<file path="src/rtl/alu_share_arb.sv">
// Two-requester round-robin front end for a shared 16-bit ALU with a single
// registered response slot and per-requester saturating operation counters.

module alu_16 (
  input  logic [2:0]  op,
  input  logic [15:0] a,
  input  logic [15:0] b,
  output logic [15:0] y,
  output logic        z,
  output logic        v,
  output logic        n
);
  localparam logic [2:0] ALU_ADD  = 3'd0;
  localparam logic [2:0] ALU_SUB  = 3'd1;
  localparam logic [2:0] ALU_AND  = 3'd2;
  localparam logic [2:0] ALU_OR   = 3'd3;
  localparam logic [2:0] ALU_XOR  = 3'd4;
  localparam logic [2:0] ALU_NAND = 3'd5;
  localparam logic [2:0] ALU_SHL  = 3'd6;
  localparam logic [2:0] ALU_SHR  = 3'd7;

  // Result and signed-overflow flag for the selected operation
  always_comb begin
    y = 16'h0000;
    v = 1'b0;
    case (op)
      ALU_ADD: begin
        y = a + b;
        v = (a[15] == b[15]) && (y[15] != a[15]);
      end
      ALU_SUB: begin
        y = a - b;
        v = (a[15] != b[15]) && (y[15] != a[15]);
      end
      ALU_AND:  y = a & b;
      ALU_OR:   y = a | b;
      ALU_XOR:  y = a ^ b;
      ALU_NAND: y = ~(a & b);
      ALU_SHL:  y = {a[14:0], 1'b0};
      ALU_SHR:  y = {1'b0, a[15:1]};
      default: begin
        y = 16'h0000;
        v = 1'b0;
      end
    endcase
    z = (y == 16'h0000);
    n = y[15];
  end
endmodule

module alu_share_arb #(
  parameter int CNT_W      = 16,
  parameter bit RESET_PRIO = 1'b0
) (
  input  logic             clk,
  input  logic             rst_n,
  input  logic             req0_valid,
  output logic             req0_ready,
  input  logic [2:0]       req0_op,
  input  logic [15:0]      req0_a,
  input  logic [15:0]      req0_b,
  input  logic             req1_valid,
  output logic             req1_ready,
  input  logic [2:0]       req1_op,
  input  logic [15:0]      req1_a,
  input  logic [15:0]      req1_b,
  output logic             rsp_valid,
  input  logic             rsp_ready,
  output logic             rsp_id,
  output logic [15:0]      rsp_out,
  output logic             rsp_z,
  output logic             rsp_v,
  output logic             rsp_n,
  output logic [CNT_W-1:0] cnt0,
  output logic [CNT_W-1:0] cnt1
);
  typedef enum logic {EMPTY = 1'b0, FULL = 1'b1} state_t;

  localparam logic [CNT_W-1:0] CNT_MAX = {CNT_W{1'b1}};

  state_t            state_q, state_d;
  logic              prio_q, prio_d;
  logic [2:0]        op_hold_q, op_hold_d;
  logic [15:0]       a_hold_q, a_hold_d;
  logic [15:0]       b_hold_q, b_hold_d;
  logic              rsp_id_q, rsp_id_d;
  logic [15:0]       rsp_out_q, rsp_out_d;
  logic              rsp_z_q, rsp_z_d;
  logic              rsp_v_q, rsp_v_d;
  logic              rsp_n_q, rsp_n_d;
  logic [CNT_W-1:0]  cnt0_q, cnt0_d;
  logic [CNT_W-1:0]  cnt1_q, cnt1_d;

  logic              can_accept_s;
  logic              gnt_vld_s;
  logic              gnt_id_s;
  logic [2:0]        alu_op_s;
  logic [15:0]       alu_a_s;
  logic [15:0]       alu_b_s;
  logic [15:0]       alu_y_s;
  logic              alu_z_s;
  logic              alu_v_s;
  logic              alu_n_s;

  alu_16 u_alu (
    .op (alu_op_s),
    .a  (alu_a_s),
    .b  (alu_b_s),
    .y  (alu_y_s),
    .z  (alu_z_s),
    .v  (alu_v_s),
    .n  (alu_n_s)
  );

  // Grant selection and operand mux; ready is gated by rst_n so it reads 0 in reset
  always_comb begin
    can_accept_s = (state_q == EMPTY) || rsp_ready;
    gnt_vld_s    = 1'b0;
    gnt_id_s     = 1'b0;
    if (rst_n && can_accept_s) begin
      if (req0_valid && req1_valid) begin
        gnt_vld_s = 1'b1;
        gnt_id_s  = prio_q;
      end else if (req0_valid) begin
        gnt_vld_s = 1'b1;
        gnt_id_s  = 1'b0;
      end else if (req1_valid) begin
        gnt_vld_s = 1'b1;
        gnt_id_s  = 1'b1;
      end else begin
        gnt_vld_s = 1'b0;
      end
    end else begin
      gnt_vld_s = 1'b0;
    end

    if (!gnt_vld_s) begin
      alu_op_s = op_hold_q;
      alu_a_s  = a_hold_q;
      alu_b_s  = b_hold_q;
    end else if (gnt_id_s) begin
      alu_op_s = req1_op;
      alu_a_s  = req1_a;
      alu_b_s  = req1_b;
    end else begin
      alu_op_s = req0_op;
      alu_a_s  = req0_a;
      alu_b_s  = req0_b;
    end
  end

  // Next-state for the slot FSM, response capture, priority and counters
  always_comb begin
    state_d   = state_q;
    prio_d    = prio_q;
    op_hold_d = op_hold_q;
    a_hold_d  = a_hold_q;
    b_hold_d  = b_hold_q;
    rsp_id_d  = rsp_id_q;
    rsp_out_d = rsp_out_q;
    rsp_z_d   = rsp_z_q;
    rsp_v_d   = rsp_v_q;
    rsp_n_d   = rsp_n_q;
    cnt0_d    = cnt0_q;
    cnt1_d    = cnt1_q;
    if (gnt_vld_s) begin
      state_d   = FULL;
      prio_d    = ~gnt_id_s;
      op_hold_d = alu_op_s;
      a_hold_d  = alu_a_s;
      b_hold_d  = alu_b_s;
      rsp_id_d  = gnt_id_s;
      rsp_out_d = alu_y_s;
      rsp_z_d   = alu_z_s;
      rsp_v_d   = alu_v_s;
      rsp_n_d   = alu_n_s;
      if (!gnt_id_s && (cnt0_q != CNT_MAX)) begin
        cnt0_d = cnt0_q + CNT_W'(1);
      end else if (gnt_id_s && (cnt1_q != CNT_MAX)) begin
        cnt1_d = cnt1_q + CNT_W'(1);
      end else begin
        cnt0_d = cnt0_q;
      end
    end else if ((state_q == FULL) && rsp_ready) begin
      state_d = EMPTY;
    end else begin
      state_d = state_q;
    end
  end

  // State and response registers
  always_ff @(posedge clk or negedge rst_n) begin
    if (!rst_n) begin
      state_q   <= EMPTY;
      prio_q    <= RESET_PRIO;
      op_hold_q <= 3'd0;
      a_hold_q  <= 16'h0000;
      b_hold_q  <= 16'h0000;
      rsp_id_q  <= 1'b0;
      rsp_out_q <= 16'h0000;
      rsp_z_q   <= 1'b0;
      rsp_v_q   <= 1'b0;
      rsp_n_q   <= 1'b0;
      cnt0_q    <= {CNT_W{1'b0}};
      cnt1_q    <= {CNT_W{1'b0}};
    end else begin
      state_q   <= state_d;
      prio_q    <= prio_d;
      op_hold_q <= op_hold_d;
      a_hold_q  <= a_hold_d;
      b_hold_q  <= b_hold_d;
      rsp_id_q  <= rsp_id_d;
      rsp_out_q <= rsp_out_d;
      rsp_z_q   <= rsp_z_d;
      rsp_v_q   <= rsp_v_d;
      rsp_n_q   <= rsp_n_d;
      cnt0_q    <= cnt0_d;
      cnt1_q    <= cnt1_d;
    end
  end

  assign req0_ready = gnt_vld_s & ~gnt_id_s;
  assign req1_ready = gnt_vld_s & gnt_id_s;
  assign rsp_valid  = (state_q == FULL);
  assign rsp_id     = rsp_id_q;
  assign rsp_out    = rsp_out_q;
  assign rsp_z      = rsp_z_q;
  assign rsp_v      = rsp_v_q;
  assign rsp_n      = rsp_n_q;
  assign cnt0       = cnt0_q;
  assign cnt1       = cnt1_q;
endmodule

</file>
<file path="config.mk">
export PLATFORM = sky130hd
export DESIGN_NAME = alu_share_arb
export DESIGN_NICKNAME = d
export VERILOG_FILES = /design/src/rtl/alu_share_arb.sv
export SDC_FILE = /design/constraint.sdc
export NUM_CORES = 1
export LEC_CHECK = 0
export CAP_MARGIN = 15
export CORE_MARGIN = 4
export CORE_UTILIZATION = 24
export CTS_BUF_LIST = sky130_fd_sc_hd__clkbuf_2
export CTS_CLUSTER_SIZE = 25
export DETAILED_ROUTE_END_ITERATION = 7
export SYNTH_ARGS = -nofsm -noshare
export SYNTH_HDL_FRONTEND = slang
export SYNTH_HIERARCHICAL = 1
export SYNTH_SLANG_ARGS = --single-unit
</file>
<file path="constraint.sdc">
create_clock -name clk -period 10.1 [get_ports clk]
set_clock_uncertainty 0.05 [all_clocks]
set_input_delay 1.01 -clock clk [delete_from_list [all_inputs] [get_ports clk]]
set_output_delay 1.01 -clock clk [all_outputs]
set_load 0.03 [all_outputs]
</file>
==> summary.txt <==
Outcome: complete, no violations
Unrepaired setup endpoints after global routing: no
Vias in the first global route: 6362
Post-route cell area: 0.008434 mm2
Slew @ Worst Pin: 771.7 ps
Largest cells by area after synthesis: dfrtp_1 (33%), ha_1 (9.1%), nand2_1 (9.0%)
Achievable Freq: 0.1777 GHz
Cell with the most instances after synthesis: nand2_1
Post-Syn Nets: 928
Total global routing overflow: 0
Post-DP HPWL: 16.28 mm
Sum of negative setup slack: 0 ps
CP max FO: 39
Height of the die: 175.3 um
Final net count: 1034
Buffers on Ports: 129
Final GP Congestion: 0.8975
Num rows: 60
Hold_buf cts: 0
Die W: 175.3 um
Synth Flop Type: dfrtp_1
Final Slew Violations: 0
Worst rel slew slack: 48.43%
Worst setup SP type: primary input
CTS clk-pin slew, worst paths: 250 ps
Initial Utilization: 24.66%
Crit path kind: in -> reg
1st-iter DRT viols: 307
EDFF count, synth: 0
Post-CTS resize count: 0
Gate Count Post-Synth: 802
Tmin final: 5627 ps
Max cap viols: 0
Top cell type's share of synthesized area: 33.14%
Core Footprint: 0.02725 mm2
Worst path required time: 10580 ps
Top cells by count, synth: nand2_1 (162), dfrtp_1 (89), inv_1 (50)
Leakage power: 3.730 nW
Area Overhead vs Synth: 25.51%
Global-route wire length before repair: 34.80 mm
Vias: 6307
Die Area: 0.03074 mm2
Post-CTS Setup Bufs: 0
Boundary pin count: 130
Layout cells sized above 1: 6.900%
Insertion delay to the later sink of the worst-skew pair: 590 ps
H-tree levels: 3
Period utilisation layout: 55.71%
TritonCTS Buffers: 9
Final setup violation count: 0
Peak supply drop: 0.1302 mV
Power Dens Cells: 203.5 mW/mm2
Drt drc: 0
Crit path DAT: 6110 ps
First-pass DRT Iterations: 5
Yosys reg bits: 89
Initial antenna violation count: 0
Ys async rst share: 100.0%
Total Wirelength: 21.41 mm
YS warnings: 6
CTS sink cnt: 89
Syn Area/Cell: 8.379 um2
Antenna Nets Post-Route: 0
Largest net degree at the start of global routing: 60
Fin. Hold Viols: 0
TritonCTS clock tree: built
CTS max path bufs: 2
Clock Root Buffer: clkbuf_2
Fillers: 2860
Number of diodes: 0
Hold Crit Class: in -> async
Placed inst area: 0.008324 mm2
Post-synth top area cell: dfrtp_1
Seq/Total Area, Yosys: 33.14%
Tot GR Track Use: 13.81%
Yosys cell types: 76
CP endpoint kind: flop
Via density: 4.908
Mapped Area: 0.006720 mm2
WL per Instance: 16.66 um
-- path summary, 6_finish.rpt --
check / from / slack [ps] / to / cells after the start
min in group clk: cnt1[7]$_DFFE_PN0P_ / 460 / cnt1[7]$_DFFE_PN0P_ / 1
setup reg to reg: rsp_valid$_DFFE_PN0P_ / 4960 / rsp_z$_DFFE_PN0P_ / 17
hold / removal: rst_n / 250 / cnt0[1]$_DFFE_PN0P_ / 1
setup / recovery: rsp_ready / 4470 / rsp_z$_DFFE_PN0P_ / 18
hold reg to reg: cnt1[7]$_DFFE_PN0P_ / 460 / cnt1[7]$_DFFE_PN0P_ / 1
max in group asynchronous: rst_n / 8640 / rsp_out[2]$_DFFE_PN0P_ / 2
-- metal layers --
metal	GRT usage (%)	part of all wire, %
met5	0	0
met4	3.961	1.9
met3	3.745	7.9
met2	21.77	46
met1	18.64	45
-- cells in the final DEF (no fill, tap or decap), types with 19 or more instances in the layout --
| master | Yosys | routed |
|---|---|---|
| xnor2_1 | 24 | 24 |
| a21oi_1 | 38 | 38 |
| a22oi_1 | 38 | 38 |
| ha_1 | 49 | 49 |
| nor2_1 | 44 | 44 |
| inv_1 | 50 | 50 |
| nand2_1 | 162 | 162 |
| o21ai_0 | 33 | 33 |
| dfrtp_1 | 89 | 89 |
| mux2_2 | 21 | 21 |
| nand3_1 | 19 | 19 |
| clkdlybuf4s50_1 | 0 | 128 |
-- power by group --
part	internal (mW)	total [mW]	switching [mW]	leakage, nW
registers	0.439	0.496	0.0573	1.14
logic	0.415	1.03	0.619	2.52
clock network	0.0591	0.187	0.128	0.0716
-- cell type report --
cell class              instances  area [um2]  area share [%]
repair buffers                137        1349           15.99
inverters                      53       198.9           2.359
multi-input cells             618        4084           48.42
flip-flops and latches         89        2227           26.41
clock inverters                 5       55.05          0.6527
clock buffers                  11       55.05          0.6527
well taps                     372       465.4           5.518
-- critical path, stage by stage --
cell and delay (ps):
clkdlybuf4s50_1 440, nand2b_2 140, nand4_1 260, inv_1 120, buf_4 410, nand2_1 140, nand2_1 590, buf_4 500
nor2b_1 200, nand2_1 120, o21ai_0 80, a222oi_1 210, o21ai_1 150, or3_1 380, or4_1 430, or4_1 560
nor4_2 150, mux2_2 180
-- registers in the layout, summed over array words and instances (netlist names) --
signal and cells:
rsp_id 1, b_hold_q 16, cnt1 16, cnt0 16, rsp_out 16, op_hold_q 3
rsp_v 1, rsp_n 1, a_hold_q 16, prio_q 1, rsp_z 1, rsp_valid 1
-- per-stage QoR --
| step | power, mW | setup WS, ps | hold WS (ps) | instances | util [%] |
|---|---|---|---|---|---|
| after floorplan | 1.196 | 5142 | 420.4 | 802 | - |
| after global routing | 1.856 | 4142 | 218.6 | 1285 | 30.95 |
| after global placement | 1.530 | 3890 | 415.8 | 1269 | 30.55 |
| after detailed placement | 1.532 | 3879 | 430.7 | 1269 | 30.55 |
| final | 1.717 | 4473 | 245.5 | 1285 | 30.95 |
| after CTS | 1.728 | 4549 | 198.1 | 1285 | 30.95 |
-- cell families after synthesis --
| kind of cell | count (synthesis) | share of synthesized area (%) |
|---|---|---|
| compound gates | 202 | 20.63 |
| xor+xnor | 39 | 5.083 |
| fa+ha+maj | 51 | 9.719 |
| buf+inv | 95 | 6.107 |
| flops | 89 | 33.14 |
| mux | 31 | 5.474 |
| simple gates | 295 | 19.85 |
Power figures use the tool's default switching activity.
